`src/rtl/if_stage_fq_pkg.sv`:
```
// rtl/if_stage_fq_pkg.sv - shared constants for the instruction-fetch stage and its queue
package if_stage_fq_pkg;

    typedef logic [31:0] word_t;

    localparam word_t    NOP_INST            = 32'h0000_0033;
    localparam logic [4:0] EXC_INST_MISALIGNED = 5'd0;

    // IF/ID bus layout: {inst, pc}
    localparam int IF_ID_W        = 64;
    localparam int IF_ID_PC_LSB   = 0;
    localparam int IF_ID_INST_LSB = 32;

    // exe_if_jmp_bus layout: {jmp_flag, jmp_target[31:0], br_flag}
    localparam int JMP_BUS_W    = 34;
    localparam int JMP_BR_BIT   = 0;
    localparam int JMP_TGT_LSB  = 1;
    localparam int JMP_FLAG_BIT = 33;

    function automatic logic pc_misaligned(input word_t pc);
        return pc[1:0] != 2'b00;
    endfunction

endpackage

```
`src/rtl/if_stage_fq_if.sv`:
```
// rtl/if_stage_fq_if.sv - imem request/response and fetch-to-decode handshake bundle
interface if_stage_fq_if #(
    parameter int EXC_W = 6
);
    import if_stage_fq_pkg::*;

    word_t               imem_addr;
    logic                imem_req;
    word_t               inst_in;
    logic                fs_to_ds_valid;
    logic                ds_allowin;
    logic [IF_ID_W-1:0]  if_id_bus_out;
    logic [EXC_W-1:0]    exception_code_fd;

    modport master (
        output imem_addr, imem_req, fs_to_ds_valid, if_id_bus_out, exception_code_fd,
        input  inst_in, ds_allowin
    );

    modport slave (
        input  imem_addr, imem_req, fs_to_ds_valid, if_id_bus_out, exception_code_fd,
        output inst_in, ds_allowin
    );

endinterface

```
`src/rtl/if_stage_fq_fetch_queue.sv`:
```
// rtl/if_stage_fq_fetch_queue.sv - generic synchronous FIFO with flush
module fetch_queue #(
    parameter  int WIDTH = 8,
    parameter  int DEPTH = 4,
    localparam int AW    = $clog2(DEPTH)
) (
    input  logic             clk,
    input  logic             rst_n,
    input  logic             push,
    input  logic             pop,
    input  logic             flush,
    input  logic [WIDTH-1:0] wdata,
    output logic [WIDTH-1:0] rdata,
    output logic             full,
    output logic             empty,
    output logic [AW:0]      count
);

    logic [WIDTH-1:0] mem [DEPTH];
    logic [AW-1:0]    wr_ptr;
    logic [AW-1:0]    rd_ptr;
    logic [AW-1:0]    last_ptr;
    logic             do_push;
    logic             do_pop;

    assign empty    = (count == '0);
    assign full     = (count == (AW+1)'(DEPTH));
    assign do_push  = push && !flush;
    assign do_pop   = pop && !empty && !flush;
    assign last_ptr = rd_ptr - AW'(1);

    // When empty, show the most recently dequeued slot so the output holds its last value
    assign rdata = empty ? mem[last_ptr] : mem[rd_ptr];

    always_ff @(posedge clk or negedge rst_n) begin
        if (!rst_n) begin
            wr_ptr <= '0;
            rd_ptr <= '0;
            count  <= '0;
            for (int i = 0; i < DEPTH; i++) begin
                mem[i] <= '0;
            end
        end else if (flush) begin
            wr_ptr <= rd_ptr;
            count  <= '0;
        end else begin
            if (do_push) begin
                mem[wr_ptr] <= wdata;
                wr_ptr      <= wr_ptr + AW'(1);
            end
            if (do_pop) begin
                rd_ptr <= rd_ptr + AW'(1);
            end
            case ({do_push, do_pop})
                2'b10:   count <= count + (AW+1)'(1);
                2'b01:   count <= count - (AW+1)'(1);
                default: count <= count;
            endcase
        end
    end

endmodule

```
`src/rtl/if_stage_fq.sv`:
```
// rtl/if_stage_fq.sv - fetch stage: PC/redirect/credit control feeding a decoupling fetch queue
module if_stage_fq
    import if_stage_fq_pkg::*;
#(
    parameter word_t RESET_PC = 32'h0000_0000,
    parameter int    FQ_DEPTH = 4,
    parameter int    EXC_W    = 6
) (
    input  logic                 clk,
    input  logic                 rst_n,
    if_stage_fq_if.master        fs,
    input  logic [JMP_BUS_W-1:0] exe_if_jmp_bus,
    input  logic                 ecall_flag,
    input  logic                 mret_flag,
    input  logic                 exception_flag,
    input  word_t                csr_ecall,
    input  word_t                csr_mret,
    input  logic                 stall_flag
);

    localparam int AW      = $clog2(FQ_DEPTH);
    localparam int ENTRY_W = EXC_W + IF_ID_W;
    localparam logic [EXC_W-1:0] EXC_MISALIGNED = {1'b1, (EXC_W-1)'(EXC_INST_MISALIGNED)};

    word_t        fetch_pc;
    word_t        inflight_pc;
    logic         inflight;
    logic         inflight_exc;
    logic         halted;

    logic         redirect_req;
    logic         redirect;
    word_t        redirect_pc;
    word_t        issue_pc;
    logic         take;
    logic         misaligned;
    logic         credit_ok;
    logic [AW:0]  credits_used;

    logic [ENTRY_W-1:0] fq_wdata;
    logic [ENTRY_W-1:0] fq_rdata;
    logic               fq_push;
    logic               fq_pop;
    logic               fq_full;
    logic               fq_empty;
    logic [AW:0]        fq_count;

    always_comb begin
        redirect_req = 1'b0;
        redirect_pc  = fetch_pc;
        if (exe_if_jmp_bus[JMP_FLAG_BIT] || exe_if_jmp_bus[JMP_BR_BIT]) begin
            redirect_req = 1'b1;
            redirect_pc  = exe_if_jmp_bus[JMP_TGT_LSB +: 32];
        end else if (ecall_flag) begin
            redirect_req = 1'b1;
            redirect_pc  = csr_ecall;
        end else if (mret_flag && exception_flag) begin
            redirect_req = 1'b1;
            redirect_pc  = csr_mret;
        end
    end

    assign redirect = rst_n && redirect_req;
    assign issue_pc = redirect ? redirect_pc : fetch_pc;

    // One credit per queue slot; the outstanding imem response holds one as well
    assign credits_used = fq_count + {{AW{1'b0}}, inflight};
    assign credit_ok    = credits_used < (AW+1)'(FQ_DEPTH);

    // A misaligned PC is "taken" without touching imem so its exception entry still gets a slot
    assign take       = redirect || (rst_n && !stall_flag && !halted && credit_ok);
    assign misaligned = pc_misaligned(issue_pc);

    assign fs.imem_addr = issue_pc;
    assign fs.imem_req  = take && !misaligned;

    always_ff @(posedge clk or negedge rst_n) begin
        if (!rst_n) begin
            fetch_pc     <= RESET_PC;
            inflight     <= 1'b0;
            inflight_pc  <= '0;
            inflight_exc <= 1'b0;
            halted       <= 1'b0;
        end else begin
            inflight <= take;
            if (take) begin
                inflight_pc  <= issue_pc;
                inflight_exc <= misaligned;
                halted       <= misaligned;
                fetch_pc     <= misaligned ? issue_pc : issue_pc + 32'd4;
            end
        end
    end

    always_comb begin
        fq_wdata = '0;
        fq_wdata[IF_ID_PC_LSB +: 32]   = inflight_pc;
        fq_wdata[IF_ID_INST_LSB +: 32] = inflight_exc ? NOP_INST : fs.inst_in;
        fq_wdata[IF_ID_W +: EXC_W]     = inflight_exc ? EXC_MISALIGNED : '0;
    end

    // The flush wins over the push, which is what drops the stale response in a redirect cycle
    assign fq_push = inflight;
    assign fq_pop  = fs.fs_to_ds_valid && fs.ds_allowin;

    fetch_queue #(
        .WIDTH (ENTRY_W),
        .DEPTH (FQ_DEPTH)
    ) u_fq (
        .clk   (clk),
        .rst_n (rst_n),
        .push  (fq_push),
        .pop   (fq_pop),
        .flush (redirect),
        .wdata (fq_wdata),
        .rdata (fq_rdata),
        .full  (fq_full),
        .empty (fq_empty),
        .count (fq_count)
    );

    assign fs.fs_to_ds_valid    = !fq_empty && !redirect;
    assign fs.if_id_bus_out     = fq_rdata[IF_ID_W-1:0];
    assign fs.exception_code_fd = fq_rdata[ENTRY_W-1:IF_ID_W];

    a_no_overflow: assert property (@(posedge clk) disable iff (!rst_n)
        !(fq_push && !redirect && fq_full && !fq_pop));

endmodule

```
`src/flat_wrapper.sv`:
```
// flat-port wrapper written by rule: the top's interface ports become plain ports
module if_stage_fq_flat import if_stage_fq_pkg::*;
#(
    parameter word_t RESET_PC = 32'h0000_0000,
    parameter int    FQ_DEPTH = 4,
    parameter int    EXC_W    = 6
)
  (clk, rst_n, exe_if_jmp_bus, ecall_flag, mret_flag, exception_flag, csr_ecall, csr_mret, stall_flag, fs_imem_addr, fs_imem_req, fs_fs_to_ds_valid, fs_if_id_bus_out, fs_exception_code_fd, fs_inst_in, fs_ds_allowin);
  if_stage_fq_if #(.EXC_W(EXC_W)) fs_i ();
  input  logic clk;
  input  logic rst_n;
  input  logic [JMP_BUS_W-1:0] exe_if_jmp_bus;
  input  logic ecall_flag;
  input  logic mret_flag;
  input  logic exception_flag;
  input  word_t csr_ecall;
  input  word_t csr_mret;
  input  logic stall_flag;
  output wire logic [$bits(fs_i.imem_addr)-1:0] fs_imem_addr;
  output wire logic [$bits(fs_i.imem_req)-1:0] fs_imem_req;
  output wire logic [$bits(fs_i.fs_to_ds_valid)-1:0] fs_fs_to_ds_valid;
  output wire logic [$bits(fs_i.if_id_bus_out)-1:0] fs_if_id_bus_out;
  output wire logic [$bits(fs_i.exception_code_fd)-1:0] fs_exception_code_fd;
  input wire logic [$bits(fs_i.inst_in)-1:0] fs_inst_in;
  input wire logic [$bits(fs_i.ds_allowin)-1:0] fs_ds_allowin;
  assign fs_imem_addr = fs_i.imem_addr;
  assign fs_imem_req = fs_i.imem_req;
  assign fs_fs_to_ds_valid = fs_i.fs_to_ds_valid;
  assign fs_if_id_bus_out = fs_i.if_id_bus_out;
  assign fs_exception_code_fd = fs_i.exception_code_fd;
  assign fs_i.inst_in = fs_inst_in;
  assign fs_i.ds_allowin = fs_ds_allowin;
  if_stage_fq #(.RESET_PC(RESET_PC), .FQ_DEPTH(FQ_DEPTH), .EXC_W(EXC_W)) u_core (.clk(clk), .rst_n(rst_n), .fs(fs_i), .exe_if_jmp_bus(exe_if_jmp_bus), .ecall_flag(ecall_flag), .mret_flag(mret_flag), .exception_flag(exception_flag), .csr_ecall(csr_ecall), .csr_mret(csr_mret), .stall_flag(stall_flag));
endmodule
```
`config.mk`:
```
export PLATFORM = sky130hd
export DESIGN_NAME = if_stage_fq_flat
export DESIGN_NICKNAME = d
export VERILOG_FILES = /design/src/rtl/if_stage_fq_pkg.sv /design/src/rtl/if_stage_fq_if.sv /design/src/rtl/if_stage_fq_fetch_queue.sv /design/src/rtl/if_stage_fq.sv /design/src/flat_wrapper.sv
export SDC_FILE = /design/constraint.sdc
export NUM_CORES = 1
export LEC_CHECK = 0
export CAP_MARGIN = 20
export CELL_PAD_IN_SITES_DETAIL_PLACEMENT = 1
export CELL_PAD_IN_SITES_GLOBAL_PLACEMENT = 1
export CORE_ASPECT_RATIO = 1.1
export CORE_MARGIN = 3
export CORE_UTILIZATION = 48
export DETAILED_ROUTE_END_ITERATION = 16
export PLACE_DENSITY = 0.88
export SKIP_LAST_GASP = 1
export SLEW_MARGIN = 10
export SYNTH_ARGS = -nofsm -noshare
export SYNTH_HDL_FRONTEND = slang
export SYNTH_HIERARCHICAL = 1
export SYNTH_SLANG_ARGS = --single-unit
```
`constraint.sdc`:
```
create_clock -name clk -period 9.49 [get_ports clk]
set_clock_uncertainty 0.1 [all_clocks]
set_input_delay 2.847 -clock clk [delete_from_list [all_inputs] [get_ports clk]]
set_output_delay 2.847 -clock clk [all_outputs]
set_load 0.02 [all_outputs]
```
==> summary by stage <==
Finish
The share of the core filled with cells is 58.3%. The fraction of final layout cells sized beyond drive strength 1 is 23.5%. Summing all non-filler instances in the final layout gives an area of 0.0241 mm2.

Across the whole layout, storage elements account for 0.00879 mm2. The top cell types in the final layout, fill and taps aside, are sky130_fd_sc_hd__dfrtp_1 (348), sky130_fd_sc_hd__mux2_2 (283), sky130_fd_sc_hd__clkdlybuf4s50_1 (239). The filler cells instantiated in the layout total 4485. The final layout contains 2252 nets.

The area of the multi-input gates is 0.0106 mm2. The most common cell after layout, fill and taps aside is sky130_fd_sc_hd__dfrtp_1. From synthesis to final layout, the design area changed by 19.7%. The final antenna diode count is 0.

Leaving out filler cells and counting taps, the final layout contains 2696.

Global routing
The initial antenna violation count is 0. The global route total overflow is 0. Global routing used 27.2% of the available tracks.

In the global route stage, met2 resource usage came out at 49.9%. The number of global-route vias before repair came to 18002. The most congested layer reported by global routing is met2. For this run, global-route usage on met1 was measured as 33.0%. The maximum number of pins on one net before global-route repair is 175.

The first-pass GRT wire length is 99000 um. The met3 capacity usage during global routing is 4.12%.

STA
The max-slew violation count is 0. The shortest clock period the worst path allows after layout is 8.84 ns. The sum of negative setup slack is 0 ns. Setup repair after global routing left no endpoint under its margin. Static timing analysis puts the maximum clock frequency at 0.113 GHz. The total of endpoints with negative setup slack in the final report is 0. At the pin with the least slew margin, the transition time is 1.09 ns. Hold timing on the final database bottoms out at a slack of 0.404 ns.

The worst pin sits at a relative slew slack of 27.4%. In the finished design, the share of the clock period the worst path needs comes to 93.1%. The final count of hold timing violations came to 0.

Drt
After detailed routing, the number of vias per cell comes to 6.00. The detailed-route via count is 16163. In the final routed layout, each cell accounts on average for 23.1 um.

The routed design has 62200 um of wire. The number of nets still failing antenna checks after routing is 0. After detailed routing, the number of remaining DRC violations is 0.

The number of design-rule violations left by the first detailed-router iteration is 1073. The total iterations of the first detailed-routing run is 5.

Die
The initial standard-cell utilization of the core is 48.7%. The die is 201 um wide. The floorplan die area is 0.0445 mm2.

The row count is 78. The number of placed I/O pins is 241. The overall die height is 221 um. The floorplan step defined a core boundary enclosing 0.0414 mm2.

Synthesis
The cell area that synthesis handed to floorplanning was 0.0202 mm2. The synthesized area per cell is 10.4 um2. The Yosys step of the flow raised 6 warnings. Synthesis produced a netlist whose cell count is 1938.

Setup path
The cell type group with the largest total delay on the critical path is buffers and inverters. The highest fanout seen on the critical path is 28. At the worst endpoint, the required time is 6.54 ns. STA classifies the critical path endpoint as an output port. Counting both buffers and inverters, the worst setup path holds a total of 3. The data arrival at the endpoint of the critical path is 5.89 ns. The critical path is of the primary input to output port type. The cell that appears most often on the critical path is sky130_fd_sc_hd__clkdlybuf4s50_1.

The critical register-to-register path endpoint is u_core/u_fq/count[2]. The beginning of the worst register-to-register path is u_core/u_fq/count[0]. The critical path startpoint is ecall_flag. The worst-case register-to-register setup slack is 5.54 ns. Measured in cells, the most critical reg-to-reg path has a length of 10. In this design, the stage delay of the slowest critical-path cell is 0.66 ns.

The cell count along the critical path is 8. The critical path launch point type is a primary input. The critical path goes through clkdlybuf4s50_1, a2111o_2, nand2_8, inv_4, mux2_2, or2_1, nor2_1, clkdlybuf4s50_1. The largest individual stage delay along the critical path comes from the cell sky130_fd_sc_hd__clkdlybuf4s50_1. The most critical setup path has its endpoint at fs_imem_req.

Power
The worst IR drop on VDD is 0.222 mV. The share of power burned in the clock network is 17.8%. In this run switching power makes up 41.6% of total power. In this run the power spent charging and discharging nets is 0.00340 W. Combinational cells account for 49.9% of the total power. The total power density per cell area is 338 mW/mm2.

The reported leakage power is 10.1 nW. The cell-internal power is 0.00476 W. Of the total power, registers draw 32.3%.

Clock network
The H-tree was split into 2 levels. The root buffer cell chosen for the clock tree is sky130_fd_sc_hd__clkbuf_16. The buffer count from post-CTS setup fixing is 0. The number of buffers inserted during clock tree synthesis is 37. In this run, post-CTS hold repair placed 0 buffers.

Clock latency on the worst-skew pair, taken at its later pin, is 0.54 ns. The clock slew seen by the registers of the worst setup and hold paths is 0.06 ns. The total of cells resized after clock tree synthesis is 0. The TritonCTS clock tree is built.

The longest clock path from root to sink contains 3 buffers. The clock sink count is 351.

Min path
The path class of the lowest-slack min-delay path is flop to flop. The startpoint identified for the worst hold timing path is u_core/u_fq/mem[278].

Place
In this run the cell area measured after placement is 0.0229 mm2. The congestion estimate from routability-driven global placement came to 0.902. In this run the tool buffered the top-level ports with 240 buffer cells. Detailed placement finished with a half-perimeter wire length of 39600 um. The total instance count after detailed placement is 2628.

Run status
The run finished with clean final reports.

Flow run
The tool flagged a number of max-cap violations equal to 0.
layer usage:
layer | vias to the layer above | wire length (um)
li1 | 7384 | -
met1 | 8272 | 25600
met2 | 409 | 32300
met3 | 98 | 2670
met4 | 0 | 1610
met5 | - | 0
final cells by class:
type / count / share of cell area, %
timing repair buffer: 280 / 11.4
sequential: 351 / 36.4
clock buffer: 51 / 4.35
tap: 560 / 2.90
clock inverter: 15 / 0.664
inverter: 21 / 0.347
multi-input combinational: 1418 / 43.9
flip-flops by register name (all words and copies together) (netlist names):
register and cells:
u_core/u_fq/count 3, u_core/u_fq/rd_ptr 2, u_core/u_fq/mem 280, u_core/inflight_pc 30
u_core/fetch_pc 32, u_core/fq_push 1, u_core/halted 1, u_core/u_fq/wr_ptr 2
through the flow:
step	power, W	setup WS, ns
after floorplan	0.00517	1.78
after global placement	0.00640	0.731
after detailed placement	0.00666	0.658
after CTS	0.00819	0.643
after global routing	0.00863	0.533
final	0.00816	0.655
worst min-delay path by stage:
| stage | end | depth (start not counted) |
|---|---|---|
| final | u_core/u_fq/mem[278] | 1 |
| after global routing | u_core/u_fq/mem[239] | 1 |
| after CTS | u_core/fetch_pc[22] | 2 |
| after detailed placement | u_core/fetch_pc[22] | 2 |
| after global placement | u_core/fetch_pc[22] | 2 |
| after floorplan | u_core/fetch_pc[2] | 2 |
worst register-to-register path: stages, from the launching register on:
cell                       delay, ns
sky130_fd_sc_hd__dfrtp_1        0.46
sky130_fd_sc_hd__or3_4          0.64
sky130_fd_sc_hd__inv_4          0.87
sky130_fd_sc_hd__nor2_1         0.16
sky130_fd_sc_hd__and2_1         0.27
sky130_fd_sc_hd__o31ai_1        0.19
sky130_fd_sc_hd__nor3_1         0.13
sky130_fd_sc_hd__fa_1           0.44
sky130_fd_sc_hd__or3_1          0.32
sky130_fd_sc_hd__o21ai_0        0.12
sky130_fd_sc_hd__a221oi_1       0.14
power by group through the flow:
| stage | logic [W] | clock network, W | registers, W |
|---|---|---|---|
| 6_report | 0.00407 | 0.00145 | 0.00264 |
| 5_1_grt | 0.00437 | 0.00155 | 0.00271 |
| 4_1_cts | 0.00405 | 0.00148 | 0.00266 |
| 3_5_place_dp | 0.00399 | 0 | 0.00267 |
| 3_3_place_gp | 0.00382 | 0 | 0.00258 |
| 2_1_floorplan | 0.00276 | 0 | 0.00241 |
No activity file was read; power rests on OpenSTA's default activity.
==> RTL edit: new RTL, config.mk and constraints unchanged <==
`FQ_DEPTH` is set to 4 in 2 places; all go to 8.
--- a/src/rtl/if_stage_fq.sv
+++ b/src/rtl/if_stage_fq.sv
@@ -4,5 +4,5 @@
 #(
     parameter word_t RESET_PC = 32'h0000_0000,
-    parameter int    FQ_DEPTH = 4,
+    parameter int    FQ_DEPTH = 8,
     parameter int    EXC_W    = 6
 ) (
--- a/src/flat_wrapper.sv
+++ b/src/flat_wrapper.sv
@@ -3,5 +3,5 @@
 #(
     parameter word_t RESET_PC = 32'h0000_0000,
-    parameter int    FQ_DEPTH = 4,
+    parameter int    FQ_DEPTH = 8,
     parameter int    EXC_W    = 6
 )
Function: not settled (the Yosys comparison gave no result); the edit may change what the design does.
==> RTL edit against the original RTL <==
Design area up 64%; sequential share of layout area increased by 3.8 points; sequential cell count rose by 283; core utilization is 1.5 points lower; routed wire length rose by 74%; first-iteration DRC count up 68%; worst hold slack better by 9.6 ps; total power up 90%; setup slack improved by 41 ps; area after synthesis is 69% higher; critical endpoint is now fs_imem_addr[20].
==> RTL edit: results <==
# TYPE chip_impl_metric gauge
chip_impl_info{name="outcome",value="completed"} 1
chip_impl_metric{name="worst_skew_pair.late_latency",unit="ps"} 610
chip_impl_info{name="largestRegisters",value="u_core/u_fq/mem: 560 flops, u_core/fetch_pc: 32 flops, u_core/inflight_pc: 30 flops"} 1
chip_impl_metric{name="global_route.usage.total",unit="%"} 29.5
chip_impl_metric{name="grt_start_max_net_pins",unit=""} 192
chip_impl_info{name="min_to",value="u_core/fetch_pc[4]"} 1
chip_impl_metric{name="worst_setup_timing_slack_at_the_placement_stage",unit="ps"} 720
chip_impl_metric{name="avgViaCountPerCell",unit=""} 6.52
chip_impl_metric{name="clkSinkCount",unit=""} 634
chip_impl_metric{name="whs_path_depth",unit=""} 2
chip_impl_metric{name="detailed_place.area",unit="mm^2"} 0.0373
chip_impl_metric{name="synth_instances",unit=""} 2398
chip_impl_metric{name="routed_wire_length_per_instance",unit="um"} 30.2
chip_impl_metric{name="wl_met2",unit="mm"} 56.6
chip_impl_info{name="rr_startpoint",value="u_core/u_fq/count[1]"} 1
chip_impl_metric{name="detailed_route_iter0_violations",unit=""} 1804
chip_impl_info{name="hp-start",value="u_core/fetch_pc[4]"} 1
chip_impl_metric{name="worstMarginPinSlew",unit="ps"} 1170
chip_impl_metric{name="drt_first_pass_iters",unit=""} 6
chip_impl_metric{name="core_area",unit="mm^2"} 0.0695
chip_impl_metric{name="met3_length",unit="mm"} 6.52
chip_impl_metric{name="grt_antenna_before_repair",unit=""} 1
chip_impl_metric{name="netSwitchingPower",unit="mW"} 6.10
chip_impl_metric{name="inverters",unit=""} 18
chip_impl_metric{name="critical_path_data_arrival_time",unit="ps"} 5850
chip_impl_metric{name="worstPathMaxFanout",unit=""} 22
chip_impl_metric{name="cts_bufs_inserted",unit=""} 67
chip_impl_metric{name="reg_area",unit="mm^2"} 0.0159
chip_impl_metric{name="layout.clock.cell_area_share",unit="%"} 5.56
chip_impl_metric{name="first_pass_grt_wire_length",unit="mm"} 167
chip_impl_metric{name="detailed_place_hpwl",unit="mm"} 64.5
chip_impl_metric{name="final-instance-count-excl-fill",unit=""} 3589
chip_impl_metric{name="vias_in_the_first_global_route",unit=""} 26900
chip_impl_metric{name="drive_gt1_share",unit="%"} 39.2
chip_impl_metric{name="m1WireLength",unit="mm"} 41.4
chip_impl_metric{name="place_congestion",unit=""} 0.897
chip_impl_metric{name="multiInputCombCellCount",unit=""} 1589
chip_impl_metric{name="non_clock_buffer_share_of_cell_area",unit="%"} 7.53
chip_impl_metric{name="layout.nets",unit=""} 2754
chip_impl_metric{name="cts.htree.levels",unit=""} 3
[RTL edit: worst max path at each step]
| stage | start | depth (start not counted) | slack, ps | end |
|---|---|---|---|---|
| after floorplan | ecall_flag | 10 | 1780 | fs_imem_req |
| after global placement | exe_if_jmp_bus[0] | 8 | 740 | fs_imem_addr[20] |
| after detailed placement | exe_if_jmp_bus[0] | 8 | 720 | fs_imem_addr[20] |
| after CTS | exe_if_jmp_bus[0] | 8 | 710 | fs_imem_addr[20] |
| after global routing | exe_if_jmp_bus[0] | 8 | 560 | fs_imem_addr[20] |
| final | exe_if_jmp_bus[0] | 8 | 700 | fs_imem_addr[20] |
[RTL edit: power by group through the flow]
stage | Combinational, mW | Clock (mW) | Sequential, mW
3_5_place_dp | 7.70 | 0 | 4.94
6_report | 7.85 | 2.65 | 5.02
5_1_grt | 8.24 | 2.82 | 5.14
3_3_place_gp | 7.39 | 0 | 4.67
4_1_cts | 7.87 | 2.70 | 4.98
2_1_floorplan | 5.35 | 0 | 4.46
[RTL edit: layer usage]
metal | up-vias | track usage, %
met5 | - | 0
met4 | 0 | 11.8
met3 | 296 | 4.87
met2 | 1020 | 52.1
met1 | 12600 | 36.1
li1 | 9535 | -
[RTL edit: critical path, cell delays in order]
cell,delay (ps)
sky130_fd_sc_hd__clkdlybuf4s50_1,670
sky130_fd_sc_hd__or3_4,630
sky130_fd_sc_hd__o21ai_4,220
sky130_fd_sc_hd__buf_4,310
sky130_fd_sc_hd__a21oi_1,90
sky130_fd_sc_hd__a21oi_1,390
sky130_fd_sc_hd__inv_1,110
sky130_fd_sc_hd__clkdlybuf4s50_1,560
[RTL edit: stage by stage]
step           util, %  hold slack, ps
6_report          56.8             414
5_1_grt           56.8             428
4_1_cts           56.8             407
3_5_place_dp      53.6             390
3_3_place_gp      53.6             379
2_1_floorplan        -             344
